==> src/rtl/mem_access_unit.sv <==
// Data-side load/store responder: turns one MEM-stage request into a single
// data-SRAM transaction, with lane steering, load extension and AdEL/AdES.
module mem_access_unit #(
  parameter int unsigned READ_LATENCY = 1
) (
  input  logic        clk,
  input  logic        reset,
  input  logic        req_valid,
  output logic        req_ready,
  input  logic        mem_read,
  input  logic        mem_write,
  input  logic [1:0]  data_size,
  input  logic        data_ext_type,
  input  logic [31:0] addr,
  input  logic [31:0] wdata,
  output logic        data_sram_en,
  output logic [3:0]  data_sram_wen,
  output logic [31:0] data_sram_addr,
  output logic [31:0] data_sram_wdata,
  input  logic [31:0] data_sram_rdata,
  output logic        resp_valid,
  output logic [31:0] resp_rdata,
  output logic        resp_exc,
  output logic [4:0]  resp_exc_code,
  output logic [31:0] badvaddr
);

  typedef enum logic [1:0] {
    S_IDLE,
    S_ISSUE,
    S_WAIT,
    S_RESP
  } state_t;

  // WAIT lasts READ_LATENCY-1 cycles; the counter runs 0..WAIT_LAST.
  localparam int unsigned WAIT_CYCLES = (READ_LATENCY > 1) ? READ_LATENCY - 1 : 1;
  localparam logic [1:0]  WAIT_LAST   = 2'(WAIT_CYCLES - 1);

  localparam logic [4:0] EXC_ADEL = 5'h04;
  localparam logic [4:0] EXC_ADES = 5'h05;

  state_t      r_state;
  state_t      w_next;
  logic        r_is_store;
  logic        r_is_load;
  logic [1:0]  r_size;
  logic        r_zext;
  logic [31:0] r_addr;
  logic [31:0] r_wdata;
  logic        r_exc;
  logic [1:0]  r_cnt;
  logic [31:0] r_rdata;

  logic        w_accept;
  logic        w_misaligned;
  logic        w_exc;
  logic        w_noop;
  logic        w_capture;
  logic [3:0]  w_lane_wen;
  logic [31:0] w_lane_wdata;
  logic [7:0]  w_byte;
  logic [15:0] w_half;
  logic [31:0] w_load_ext;

  assign w_accept     = req_valid && (r_state == S_IDLE);
  assign w_misaligned = ((data_size == 2'b01) && addr[0]) ||
                        (data_size[1] && (addr[1:0] != 2'b00));
  assign w_noop       = !mem_read && !mem_write;
  assign w_exc        = !w_noop && w_misaligned;

  // Load data is sampled on the edge that leaves the last SRAM-latency cycle.
  assign w_capture = (w_next == S_RESP) &&
                     ((r_state == S_WAIT) || (r_state == S_ISSUE && r_is_load));

  always_comb begin
    // NOTE: every signal gets a default before the case so no latch is inferred.
    w_next = r_state;
    unique case (r_state)
      S_IDLE:  if (w_accept) w_next = (w_exc || w_noop) ? S_RESP : S_ISSUE;
      S_ISSUE: w_next = (r_is_store || READ_LATENCY == 1) ? S_RESP : S_WAIT;
      S_WAIT:  if (r_cnt == WAIT_LAST) w_next = S_RESP;
      S_RESP:  w_next = S_IDLE;
      default: w_next = S_IDLE;
    endcase
  end

  // NOTE: sequential state uses non-blocking assignments only.
  always_ff @(posedge clk or posedge reset) begin
    if (reset) begin
      r_state    <= S_IDLE;
      r_is_store <= 1'b0;
      r_is_load  <= 1'b0;
      r_size     <= 2'b00;
      r_zext     <= 1'b0;
      r_addr     <= '0;
      r_wdata    <= '0;
      r_exc      <= 1'b0;
      r_cnt      <= '0;
      r_rdata    <= '0;
    end else begin
      r_state <= w_next;
      if (w_accept) begin
        r_is_store <= mem_write;
        r_is_load  <= mem_read && !mem_write;
        r_size     <= data_size;
        r_zext     <= data_ext_type;
        r_addr     <= addr;
        r_wdata    <= wdata;
        r_exc      <= w_exc;
      end
      if (r_state == S_WAIT) r_cnt <= r_cnt + 2'd1;
      else                   r_cnt <= '0;
      if (w_capture) r_rdata <= data_sram_rdata;
    end
  end

  always_comb begin
    w_lane_wen   = 4'hF;
    w_lane_wdata = r_wdata;
    unique case (r_size)
      2'b00: begin
        w_lane_wen   = 4'b0001 << r_addr[1:0];
        w_lane_wdata = {4{r_wdata[7:0]}};
      end
      2'b01: begin
        w_lane_wen   = 4'b0011 << r_addr[1:0];
        w_lane_wdata = {2{r_wdata[15:0]}};
      end
      default: begin
        w_lane_wen   = 4'hF;
        w_lane_wdata = r_wdata;
      end
    endcase
  end

  assign w_byte = r_rdata[{r_addr[1:0], 3'b000} +: 8];
  assign w_half = r_rdata[{r_addr[1], 4'b0000} +: 16];

  always_comb begin
    w_load_ext = r_rdata;
    unique case (r_size)
      2'b00:   w_load_ext = r_zext ? {24'h0, w_byte} : {{24{w_byte[7]}}, w_byte};
      2'b01:   w_load_ext = r_zext ? {16'h0, w_half} : {{16{w_half[15]}}, w_half};
      default: w_load_ext = r_rdata;
    endcase
  end

  always_comb begin
    req_ready       = (r_state == S_IDLE);
    data_sram_en    = 1'b0;
    data_sram_wen   = 4'h0;
    data_sram_addr  = '0;
    data_sram_wdata = '0;
    resp_valid      = 1'b0;
    resp_rdata      = '0;
    resp_exc        = 1'b0;
    resp_exc_code   = 5'h00;
    badvaddr        = '0;
    if (r_state == S_ISSUE) begin
      data_sram_en   = 1'b1;
      data_sram_addr = {r_addr[31:2], 2'b00};
      if (r_is_store) begin
        data_sram_wen   = w_lane_wen;
        data_sram_wdata = w_lane_wdata;
      end
    end
    if (r_state == S_RESP) begin
      resp_valid = 1'b1;
      resp_exc   = r_exc;
      if (r_exc) begin
        resp_exc_code = r_is_store ? EXC_ADES : EXC_ADEL;
        badvaddr      = r_addr;
      end else if (r_is_load) begin
        resp_rdata = w_load_ext;
      end
    end
  end

endmodule

==> config.mk <==
export PLATFORM = sky130hd
export DESIGN_NAME = mem_access_unit
export DESIGN_NICKNAME = d
export VERILOG_FILES = /design/src/rtl/mem_access_unit.sv
export SDC_FILE = /design/constraint.sdc
export NUM_CORES = 1
export LEC_CHECK = 0
export BUFFER_PORTS_ARGS = -buffer_cell sky130_fd_sc_hd__buf_2
export CAP_MARGIN = 20
export CORE_ASPECT_RATIO = 0.6
export CORE_MARGIN = 3
export CORE_UTILIZATION = 40
export CTS_CLUSTER_DIAMETER = 100
export DETAILED_ROUTE_END_ITERATION = 10
export GPL_ROUTABILITY_DRIVEN = 1
export GPL_TIMING_DRIVEN = 0
export PLACE_DENSITY_LB_ADDON = 0.2
export SLEW_MARGIN = 20
export SYNTH_ARGS = -nofsm -noshare
export SYNTH_HDL_FRONTEND = slang
export SYNTH_SLANG_ARGS = --single-unit
==> constraint.sdc <==
create_clock -name clk -period 3.9 [get_ports clk]
set_clock_uncertainty 0.2 [all_clocks]
set_input_delay 0.975 -clock clk [delete_from_list [all_inputs] [get_ports clk]]
set_output_delay 0.975 -clock clk [all_outputs]
set_load 0.05 [all_outputs]
-- Yosys cells after proc, flatten, opt, wreduce, memory -nomap -nowiden
Cells that the tools add are included.
W data, S select, Z words.
- add/subtract/negate cells: 1
- multipliers: 0
- divide/modulo/power cells: 0
- order comparisons: 0
- equal/unequal tests: 6
- shifts and indexed selects: 4
- multiplexer cells: 26
- bitwise gates (word level): 0
- reductions and logical operators: 18
- operators by type and width (kind ; number):
    $mux W32 ; 10
    $pmux W32 S2 ; 2
    $shiftx A32 B6 Y16 ; 1
    $shiftx A32 B6 Y8 ; 1
    $logic_and A1 B1 Y1 ; 8
    $mux W2 ; 4
    $mux W4 ; 2
    $pmux W2 S4 ; 1
    $pmux W4 S2 ; 1
    $eq A2 B1 Y1 const B ; 3
    $eq A2 B2 Y1 const B ; 3
    $logic_not A2 Y1 ; 3
    $mux W3 ; 2
    $mux W1 ; 4
    $shl A1 B2 Y4 const A ; 1
    $shl A2 B2 Y4 const A ; 1
    $logic_not A1 Y1 ; 3
    $logic_or A1 B1 Y1 ; 3
    $add A2 B1 Y2 const B ; 1
    $reduce_bool A2 Y1 ; 1
- flip-flop bits (word level): 106
- latch bits: 0
- RAM bits: 0
- ROM bits: 0
- input port bits: 104
- output and inout bits: 141
- logic and storage cells: 65
- memories: 0

-- Logic depth before layout (Yosys ltp)
Gate-level depths: netlist (run 1).
- word-level depth: 10
- gate-level depth with buffers: 8
- depth with buffers taken out: 6

-- Least setup slack after synthesis (run 1)
Ideal clock, no wire load.
- path type: register -> output
- start: register r_state[0]
- end: output resp_rdata[16]
- data arrival time: 2527 ps
- data required time: 2725 ps
- path slack: 198 ps
- cell stages (with the launch flop): 5
- path buffers: 1
- cell sequence: dfrtp_1 ha_1 nand3b_1 clkbuf_1 nor3_1
- cells in the longest elaborated chain, start to end: 2
- ends and longest elaborated chain (element ; RTL line ; text):
    start, declared ; 42 ; state_t r_state;
    start signal, assigned ; 101 ; r_state <= w_next;
    $eq A2 B2 Y1 ; 167 ; if (r_state == S_RESP) begin
    $mux W32 ; 167 ;
    end, declared ; 22 ; output logic [31:0] resp_rdata,
No other way between the ends.

-- Worst setup path after layout (run 1)
- start: register r_state[1]
- end: output data_sram_wdata[13]
- cells in the longest elaborated chain, start to end: 2
- ends and longest elaborated chain (element ; RTL line ; text):
    $eq A2 B1 Y1 ; 159 ; if (r_state == S_ISSUE) begin
    $mux W32 ; 159 ;
    end, declared ; 19 ; output logic [31:0] data_sram_wdata,
No other way between the ends.

==> results of run 1 <==
worst max-delay path, stage by stage, from the launching register on:
cell	delay (ns)
sky130_fd_sc_hd__dfrtp_1	0.41
sky130_fd_sc_hd__inv_1	0.13
sky130_fd_sc_hd__ha_1	0.36
sky130_fd_sc_hd__nand2_1	0.32
sky130_fd_sc_hd__clkbuf_1	0.35
sky130_fd_sc_hd__a21oi_1	0.29
sky130_fd_sc_hd__buf_2	0.32
flip-flops by register name, summed over array words and instances (netlist names):
signal,flops
r_is_load,1
r_wdata,32
r_zext,1
r_addr,32
r_is_store,1
r_rdata,32
r_cnt,2
r_size,2
r_state,2
r_exc,1
power by group:
| group | switching, mW | total, mW | internal, mW |
|---|---|---|---|
| logic | 2.59 | 4.23 | 1.63 |
| clock network | 0.398 | 0.963 | 0.565 |
| registers | 0.469 | 2.14 | 1.67 |
final cells by class:
class	count	area (µm²)	share of cell area (%)
multi-input cells	382	2990	38.5
flip-flops and latches	106	2650	34.2
repair buffers	242	1260	16.2
plain buffers	49	272	3.50
well taps	192	240	3.10
clock buffers	12	236	3.05
clock inverters	4	76.3	0.984
inverters	8	33.8	0.436
layout by cell type, fill, tap and decap left out, drive strengths merged:
cell and n:
inv 7, or2 2, conb 5, nor2b 19
clkinv 1, o21bai 2, nand3b 1, clkinvlp 2
a32oi 1, a222oi 7, nor3 17, o22ai 1
nand4 1, o21ai 7, mux2i 19, a22o 1
a211o 1, and3 41, nand2b 2, and2 36
bufinv 2, xor2 1, a31oi 1, clkbuf 35
a221o 1, nand2 23, ha 6, mux2 106
or3 1, a22oi 8, nor2 43, a21oi 26
dfrtp 106, a21o 3, buf 268
metrics by stage:
step | util [%] | total power [mW] | hold WS (ns) | std cells | cell area (µm²)
global route | 55.1 | 7.77 | 0.281 | 995 | 7750
CTS | 55.1 | 7.35 | 0.259 | 995 | 7750
finish | 55.1 | 7.33 | 0.256 | 995 | 7750
floorplan | - | 5.30 | 0.202 | 545 | 5940
global placement | 52.4 | 6.24 | 0.217 | 976 | 7380
detailed placement | 52.8 | 6.36 | 0.242 | 979 | 7440
routing by layer:
layer / part of all wire [%] / wire [µm] / track usage [%]
met2: 44 / 8170 / 34.0
met5: 0.19 / 35 / 0
met1: 47 / 8710 / 32.7
met3: 7.8 / 1440 / 6.02
met4: 1.0 / 187 / 3.96
kinds of logic (layout without fill, tap and decap cells):
kind of cell               after synthesis  in the layout  synth area share (%)
AOI/OAI and AO/OA                       59             59                  6.57
xor gates and xnor gates                 1              1                 0.148
buffers and inverters                   57            315                  5.09
muxes                                  125            125                  25.3
adders and majority gates                6              6                  1.27
other                                    1              5                0.0633
and+or+nand+nor                        186            186                  16.8
DFF                                    106            106                  44.8
worst max-delay path by stage:
stage / startpoint / to / slack [ns] / cells after the start
floorplan: r_state[0]$_DFF_PP0_ / resp_rdata[16] / 0.20 / 4
global placement: r_state[1]$_DFF_PP0_ / data_sram_wdata[13] / 0.65 / 6
detailed placement: r_state[1]$_DFF_PP0_ / data_sram_wdata[13] / 0.57 / 6
CTS: r_state[1]$_DFF_PP0_ / data_sram_wdata[13] / 0.16 / 6
global route: r_state[1]$_DFF_PP0_ / data_sram_wdata[13] / 0.05 / 6
finish: r_state[1]$_DFF_PP0_ / data_sram_wdata[13] / 0.21 / 6
==> impl_summary.txt, run 1 <==
----------------------------------------------------
[Outcome]
  Result of the run ... finished, final reports clean

[Timing]
  Maximum clock frequency ... approximately 270 MHz
  Actual transition at the worst max-transition pin ... 0.595 ns
  Crit path setup slack, layout ... 0.209 ns
  Final Max Tran Viols ... 0
  Fin crit share ... 94.6%
  Number of endpoints failing setup at the final stage ... 0
  Post-route minimum period ... 3.69 ns
  Relative max-transition margin ... between 60 and 70%
  Hold violation count in the final report ... 0
  Unrepaired setup endpoints after global routing ... false
  Setup tns final ... 0 ns

[Synthesis]
  Area of the mapped netlist ... 5930 µm²
  Unique cell type count in the Yosys netlist ... 37
  Leading area contributor after synthesis ... sky130_fd_sc_hd__dfrtp_1
  Gate count after technology mapping ... ~540
  Number of synthesized flops with an enable pin ... 0
  Most repeated cell in the gate-level netlist after synthesis ... sky130_fd_sc_hd__dfrtp_1
  Area share of the largest cell type after synthesis ... 44.8%
  Proportion of synthesized chip area in sequential cells ... 44.8%
  Synth Warn # ... 0
  Dominant register cell in the synthesized netlist ... sky130_fd_sc_hd__dfrtp_1
  Post-synthesis average cell area ... 11.0 µm²
  Fraction of synthesis flops using an asynchronous set or reset pin ... 100%
  Seq cells post-synth ... between 100 and 150
  Leading post-synthesis cells by instance count ... sky130_fd_sc_hd__dfrtp_1, sky130_fd_sc_hd__mux2_2, sky130_fd_sc_hd__nor2_1
  Leading post-synthesis cells by cell area ... sky130_fd_sc_hd__dfrtp_1, sky130_fd_sc_hd__mux2_2, sky130_fd_sc_hd__mux2_4

[Die]
  Die outline area ... 16,400 µm²
  Initial cell density of the core ... 42.1%
  Die H ... 100 µm
  Core area ... 14,100 µm²
  Die width ... 163 µm
  Top Ports ... 245
  Number of placement rows ... 33

[CTS]
  Max clock buf depth ... 2
  Number of cells upsized or downsized after cts ... 0
  Number of buffers added to fix hold violations after cts ... 0
  Inserted Clock Buffers ... 9
  Clock insertion delay at the later pin of the skew report ... 0.34 ns
  Clock slew seen by the registers of the worst setup and hold paths ... approximately 0.070 ns
  Clock tree from TritonCTS ... done
  CTS Sinks ... 106
  Level count of the clock H-tree ... 3
  Cell at the root of the clock tree ... sky130_fd_sc_hd__clkbuf_16
  Buffer count from post-CTS setup fixing ... 0

[Detailed routing]
  DR WL/cell ... 18.6 µm
  Pre-Repair DR Iteration Count ... 5
  Initial DRC Count ... 385
  Remaining antenna violation count after routing ... 0
  Final routed DRC violation total ... 0
  Vias per cell ... 5.18
  Via count ... approximately 5,200
  Routed wire length ... 18.5 mm

[Worst setup path]
  CP Data Required Time ... approximately 2.7 ns
  Crit path launch type ... flip-flop
  Cell depth of the worst flop-to-flop path ... 7
  Minimum setup slack among reg-to-reg paths ... 1.41 ns
  Reg-to-reg critical path startpoint ... r_state[0]$_DFF_PP0_
  Data arrival, critical path ... 2.52 ns
  Kind of critical path ... reg2out
  R2r endpoint ... r_addr[21]$_DFFE_PP0P_
  Crit. End Element ... output pin
  Biggest fanout along the worst timing path ... 10

[Pwr]
  Total power divided by cell area ... 945 nW/µm²
  Leakage power of the design ... 4.15 nW
  Worst vdd ir ... 0.433 mV

[Min path]
  HP Start ... r_cnt[0]$_DFF_PP0_
  Hold EP ... r_cnt[0]$_DFF_PP0_
  Classification of the worst-slack hold path ... reg2reg
  Worst hold path depth ... 1

[Place]
  Estimated wirelength of the detail-placed design ... between 10 and 15 mm
  Number of buffers inserted by port buffering ... between 200 and 250
  Post-place setup slack ... 0.572 ns
  Final weighted congestion in routability-driven placement ... 0.884

[Cells and area]
  Filler Cells Inserted ... 1,288
  Ratio of cells with drive above 1 in the final layout ... 48.8%
  Number of nets in the finished design ... approximately 910
  Signed area change from the synthesized netlist to the final layout ... 30.8%
  Ant diodes ... 0

[Global route]
  GRT Residual Overflow ... 0
  Maximum number of pins on one net before global-route repair ... 32
  Overall Global Routing Usage ... between 20 and 25%
  Number of antenna violations at the first check in global routing ... 4
  First-pass GRT wire length ... between 20 and 30 mm
  Vias in the first global route ... 5,133

[Run]
  Max-Cap Viols ... 0

----------------------------------------------------
Power figures use the tool's default switching activity.
==> run 2: changes to the inputs <==
PLACE_DENSITY = 0.71   (was default)
PLACE_DENSITY_LB_ADDON = default   (was 0.2)
RECOVER_POWER = 50   (was default)
==> impl_summary.txt, run 2 (same netlist as run 1, synthesis figures left out) <==
----------------------------------------------------
[Detailed routing]
  Pre-Repair DR Iteration Count ... 5 (unchanged)
  Remaining antenna violation count after routing ... 0 (unchanged)
  DR WL/cell ... 18.1 µm (-3.0%)
  Via count ... 5,070 (-1.6%)
  Vias per cell ... 5.09 (-1.7%)
  Initial DRC Count ... 350 (-9.1%)
  Final routed DRC violation total ... 0 (unchanged)
  Routed wire length ... 18.0 mm (-2.9%)

[Global route]
  Vias in the first global route ... 4,903 (-4.5%)
  Most Used Layer, Global Route ... met1
  GRT Residual Overflow ... 0 (unchanged)
  Number of antenna violations at the first check in global routing ... 1 (-3)
  Maximum number of pins on one net before global-route repair ... 34 (+6.3%)
  First-pass GRT wire length ... 27.8 mm (-3.2%)
  Met3 capacity usage during global routing ... 5.61% (-0.41 points)
  Met2 Use GR ... 32.1% (-1.9 points)
  Met1 track utilization from global routing ... 33.0% (+0.35 points)
  Overall Global Routing Usage ... 21.8% (-0.58 points)

[Worst setup path]
  CP Data Required Time ... 2.72 ns (about the same)
  Kind of critical path ... reg2out
  Most numerous cell on the critical path ... sky130_fd_sc_hd__clkbuf_1
  Crit. End Element ... output pin
  Delay of the slowest cell on the worst path ... 0.51 ns (+0.10 ns)
  Crit path launch type ... flip-flop
  Data arrival, critical path ... 2.51 ns (about the same)
  Crit path cell chain ... inv_1, ha_1, clkbuf_1, clkbuf_1, and2_1, buf_2
  Biggest fanout along the worst timing path ... 10 (unchanged)
  Critical-path top delay cell ... sky130_fd_sc_hd__clkbuf_1

[Cells and area]
  Number of nets in the finished design ... 908 (unchanged)
  Footprint of the multi-input gates ... 2960 µm² (-0.84%)
  FF/Latch Area ... 2650 µm² (unchanged)
  Filler Cells Inserted ... 1,299 (+0.85%)
  Leading cell type in the layout, fill and taps excluded ... sky130_fd_sc_hd__buf_2
  Most used cells in the layout excluding fill and tap cells ... sky130_fd_sc_hd__buf_2, sky130_fd_sc_hd__dfrtp_1, sky130_fd_sc_hd__mux2_2, sky130_fd_sc_hd__nor2_1, sky130_fd_sc_hd__and3_1
  Signed area change from the synthesized netlist to the final layout ... 29.4%
  Ratio of cells with drive above 1 in the final layout ... 47.6% (-1.2 points)
  Largest registers ... r_addr x32, r_rdata x32, r_wdata x32
  Utilization after layout ... 54.5% (-0.61 points)

[Pwr]
  Leakage power of the design ... 4.11 nW (-1.2%)
  Total power divided by cell area ... 946 nW/µm² (about the same)
  Worst vdd ir ... 0.428 mV (-1.2%)

[Timing]
  Final Max Tran Viols ... 66 (+66)
  Number of endpoints failing setup at the final stage ... 0 (unchanged)
  Worst Hold Margin ... 0.223 ns (-0.0334 ns)
  Fin crit share ... 94.6% (about the same)
  Actual transition at the worst max-transition pin ... 1.79 ns (+1.19 ns)
  Maximum clock frequency ... 271 MHz (about the same)
  Unrepaired setup endpoints after global routing ... false
  Relative max-transition margin ... -19.2% (-79 points)
  Hold violation count in the final report ... 0 (unchanged)
  Setup tns final ... 0 ns (unchanged)
  Post-route minimum period ... 3.69 ns (-0.00163 ns)

[CTS]
  Clock insertion delay at the later pin of the skew report ... 0.33 ns (about the same)
  Clock tree from TritonCTS ... done
  Max clock buf depth ... 2 (unchanged)
  Inserted Clock Buffers ... 9 (unchanged)
  Clock slew seen by the registers of the worst setup and hold paths ... 0.08 ns (about the same)
  Cell at the root of the clock tree ... sky130_fd_sc_hd__clkbuf_16
  CTS Sinks ... 106 (unchanged)
  Buffer count from post-CTS setup fixing ... 0 (unchanged)
  Number of cells upsized or downsized after cts ... 0 (unchanged)
  Number of buffers added to fix hold violations after cts ... 0 (unchanged)
  Level count of the clock H-tree ... 3 (unchanged)

[Outcome]
  Result of the run ... complete, but fails checks
  Violations in the final reports ... capacitance limit, slew limit

[Place]
  Final weighted congestion in routability-driven placement ... 0.879 (-0.46%)
  Estimated wirelength of the detail-placed design ... 14.0 mm (-4.4%)
  Number of buffers inserted by port buffering ... 239 (unchanged)

[Die]
  Die H ... 100 µm (unchanged)
  Die width ... 163 µm (unchanged)
  Top Ports ... 245 (unchanged)
  Number of placement rows ... 33 (unchanged)
  Die outline area ... 16,400 µm² (unchanged)
  Core area ... 14,100 µm² (unchanged)
  Initial cell density of the core ... 42.1% (unchanged)

[Run]
  Max-Cap Viols ... 3 (+3)

[Min path]
  Classification of the worst-slack hold path ... reg2reg

----------------------------------------------------
## run 2: path summary, 6_finish.rpt
kind,from,end,slack [ns],cells after the start
max reg2reg,r_state[0]$_DFF_PP0_,r_addr[21]$_DFFE_PP0P_,1.21,7
min,r_cnt[0]$_DFF_PP0_,r_cnt[0]$_DFF_PP0_,0.22,1
min reg2reg,r_cnt[0]$_DFF_PP0_,r_cnt[0]$_DFF_PP0_,0.22,1
min in group asynchronous,reset,r_addr[4]$_DFFE_PP0P_,0.50,2
max in group asynchronous,reset,r_wdata[12]$_DFFE_PP0P_,0.94,3
max,r_state[1]$_DFF_PP0_,data_sram_addr[5],0.21,6
## run 2: critical path: cells and delay by family (launching register included)
kind,cells,cell delay (ns)
buffers and inverters,4,1.28
adder cells (fa/ha/maj),1,0.31
AND/OR/NAND/NOR,1,0.19
flip-flops,1,0.40
## run 2: final cells by class
cell class / count / share of cell area [%]
sequential: 106 / 34.6
inverter: 8 / 0.408
multi-input combinational: 382 / 38.6
antenna: 1 / 0.0326
clock buffer: 10 / 3.12
clock inverter: 6 / 0.914
timing repair buffer: 242 / 15.7
tap: 192 / 3.13
buffer: 49 / 3.43
## run 2: routing by layer
| layer | vias to the layer above | part of all wire (%) |
|---|---|---|
| met2 | 216 | 43 |
| met3 | 8 | 8.2 |
| met4 | 0 | 0.59 |
| met1 | 2459 | 48 |
| li1 | 2387 | - |
| met5 | - | 0 |
## run 2: through the flow
| step | instances | total power [mW] | instance area (µm²) | worst slack [ns] |
|---|---|---|---|---|
| after floorplan | 545 | 5.30 | 5940 | 0.198 |
| after global placement | 976 | 6.28 | 7380 | 0.615 |
| after detailed placement | 979 | 6.36 | 7440 | 0.564 |
| after CTS | 995 | 7.32 | 7750 | 0.175 |
| after global routing | 995 | 7.71 | 7660 | 0.0206 |
| final | 996 | 7.25 | 7670 | 0.211 |
## run 2: where the power goes
part,internal (mW),switching [mW],total (mW)
clock network,0.523,0.414,0.937
registers,1.67,0.471,2.14
logic,1.61,2.57,4.17
==> run 3: changes to the inputs <==
PLACE_DENSITY = 0.68   (was 0.71)
clock period = 4.3 ns   (was 3.9 ns; I/O delays follow)
==> impl_summary.txt, run 3 (same netlist as run 1, synthesis figures left out) <==
----------------------------------------------------
[Cells and area]
  FF/Latch Area ... 2650 µm² (unchanged)
  Number of nets in the finished design ... 906 (-0.22%)
  Footprint of the multi-input gates ... 2960 µm² (unchanged)
  Filler Cells Inserted ... 1,218 (-6.2%)
  Most used cells in the layout excluding fill and tap cells ... sky130_fd_sc_hd__buf_2, sky130_fd_sc_hd__dfrtp_1, sky130_fd_sc_hd__mux2_2, sky130_fd_sc_hd__nor2_1, sky130_fd_sc_hd__and3_1
  Ant diodes ... 0 (-1)
  Largest registers ... r_addr x32, r_rdata x32, r_wdata x32
  Ratio of cells with drive above 1 in the final layout ... 47.6% (about the same)
  Utilization after layout ... 54.4% (about the same)
  Final design instance area without fill ... 7660 µm² (about the same)
  Leading cell type in the layout, fill and taps excluded ... sky130_fd_sc_hd__buf_2
  Layout Cells excl Fill ... 991 (-0.50%)
  Signed area change from the synthesized netlist to the final layout ... 29.3% (about the same)

[Place]
  Placement Cell Area ... 7410 µm² (-0.42%)
  Final weighted congestion in routability-driven placement ... 0.877 (-0.27%)
  Cell Count Post-Placement ... 977 (-0.20%)
  Estimated wirelength of the detail-placed design ... 14.5 mm (+3.7%)
  Number of buffers inserted by port buffering ... 239 (unchanged)
  Post-place setup slack ... 0.830 ns (+0.266 ns)

[Outcome]
  Violations in the final reports ... capacitance limit, slew limit
  Result of the run ... complete, but fails checks

[Die]
  Die H ... 100 µm (unchanged)
  Top Ports ... 245 (unchanged)
  Core area ... 14,100 µm² (unchanged)
  Number of placement rows ... 33 (unchanged)
  Die outline area ... 16,400 µm² (unchanged)
  Die width ... 163 µm (unchanged)
  Initial cell density of the core ... 42.1% (unchanged)

[Detailed routing]
  Final routed DRC violation total ... 0 (unchanged)
  Initial DRC Count ... 326 (-6.9%)
  Vias per cell ... 5.14 (+0.96%)
  Routed wire length ... 19.0 mm (+5.3%)
  Via count ... 5,093 (+0.45%)
  Remaining antenna violation count after routing ... 0 (unchanged)
  Pre-Repair DR Iteration Count ... 5 (unchanged)
  DR WL/cell ... 19.1 µm (+5.9%)

[Worst setup path]
  R2r endpoint ... r_addr[21]$_DFFE_PP0P_
  CP Data Required Time ... 3.02 ns (+0.30 ns)
  Crit path cell chain ... buf_2, clkbuf_1, clkbuf_1, nor2_1, nor3_1, buf_2
  Delay of the slowest cell on the worst path ... 0.73 ns (+0.22 ns)
  Minimum setup slack among reg-to-reg paths ... 1.63 ns (+0.42 ns)
  Reg-to-reg critical path startpoint ... r_state[0]$_DFF_PP0_
  Top delay family on crit path ... buffers and inverters
  Data arrival, critical path ... 2.54 ns (+0.03 ns)
  Crit. End Element ... output pin
  Cell depth of the worst flop-to-flop path ... 7 (unchanged)
  Crit path launch type ... flip-flop
  Kind of critical path ... reg2out
  Worst setup path startpoint ... r_size[1]$_DFFE_PP0P_
  Number of buffer and inverter stages on the critical path ... 4 (unchanged)
  Critical-path top delay cell ... sky130_fd_sc_hd__clkbuf_1
  Biggest fanout along the worst timing path ... 10 (unchanged)

[Pwr]
  Worst vdd ir ... 0.444 mV (+3.6%)
  Design Power ... 6.59 mW (-9.1%)
  Leakage power of the design ... 4.09 nW (-0.26%)
  Total power divided by cell area ... 860 nW/µm² (-9.1%)

[Min path]
  Classification of the worst-slack hold path ... reg2reg
  Hold EP ... r_cnt[0]$_DFF_PP0_
  Worst hold path depth ... 1 (unchanged)
  HP Start ... r_cnt[0]$_DFF_PP0_

[CTS]
  CTS Sinks ... 106 (unchanged)
  Inserted Clock Buffers ... 9 (unchanged)
  Level count of the clock H-tree ... 3 (unchanged)
  Number of buffers added to fix hold violations after cts ... 0 (unchanged)
  Cell at the root of the clock tree ... sky130_fd_sc_hd__clkbuf_16
  Buffer count from post-CTS setup fixing ... 0 (unchanged)
  Clock slew seen by the registers of the worst setup and hold paths ... 0.07 ns (about the same)
  Clock insertion delay at the later pin of the skew report ... 0.32 ns (about the same)
  Clock tree from TritonCTS ... done
  Number of cells upsized or downsized after cts ... 0 (unchanged)
  Max clock buf depth ... 2 (unchanged)

[Timing]
  Crit path setup slack, layout ... 0.481 ns (+0.270 ns)
  Setup tns final ... 0 ns (unchanged)
  Relative max-transition margin ... -66.3% (-47 points)
  Number of endpoints failing setup at the final stage ... 0 (unchanged)
  Actual transition at the worst max-transition pin ... 2.48 ns (+0.693 ns)
  Fin crit share ... about 89%
  Worst Hold Margin ... 0.230 ns (+0.00736 ns)
  Post-route minimum period ... around 3.8 ns
  Unrepaired setup endpoints after global routing ... false
  Final Max Tran Viols ... 51 (-23%)
  Hold violation count in the final report ... 0 (unchanged)
  Maximum clock frequency ... 262 MHz

[Global route]
  First-pass GRT wire length ... 29.2 mm (+5.2%)
  Vias in the first global route ... 5,226 (+6.6%)
  GRT Residual Overflow ... 0 (unchanged)
  Number of antenna violations at the first check in global routing ... 0 (-1)
  Maximum number of pins on one net before global-route repair ... 57 (+68%)
  Overall Global Routing Usage ... 22.9% (+1.1 points)

[Run]
  Max-Cap Viols ... 1 (-2)

----------------------------------------------------
[run 3: where the power goes]
group	internal (mW)	switching, mW
clock	0.463	0.366
combinational	1.46	2.36
sequential	1.51	0.424
total	3.44	3.15
[run 3: layer usage]
layer | vias to the layer above | global-route usage (%) | wire (µm)
met2 | 230 | 36.3 | 8630
met1 | 2468 | 32.4 | 8680
met3 | 10 | 5.81 | 1550
met4 | 0 | 3.96 | 111
li1 | 2385 | - | -
met5 | - | 0 | 0
[run 3: worst reg2reg max path, delay by kind of cell (launching register included)]
kind	cells	cell delay, ns
buffers and inverters	4	1.24
DFF	1	0.41
adders and majority gates	1	0.20
muxes	1	0.38
and+or+nand+nor	1	0.13
[run 3: cell type report]
class | instances | area share (%)
well taps | 192 | 3.13
plain buffers | 49 | 3.43
clock buffers | 10 | 3.12
repair buffers | 240 | 16.0
clock inverters | 4 | 0.702
inverters | 8 | 0.408
flip-flops and latches | 106 | 34.6
multi-input cells | 382 | 38.6
[run 3: worst max path at each step]
stage | to | slack, ns | depth (start not counted)
finish | data_sram_wen[2] | 0.48 | 6
floorplan | r_addr[0]$_DFFE_PP0P_ | 0.24 | 1
detailed placement | data_sram_addr[3] | 0.83 | 6
global placement | r_wdata[21]$_DFFE_PP0P_ | -1.06 | 2
global route | data_sram_wen[2] | 0.30 | 6
CTS | data_sram_addr[3] | 0.46 | 6
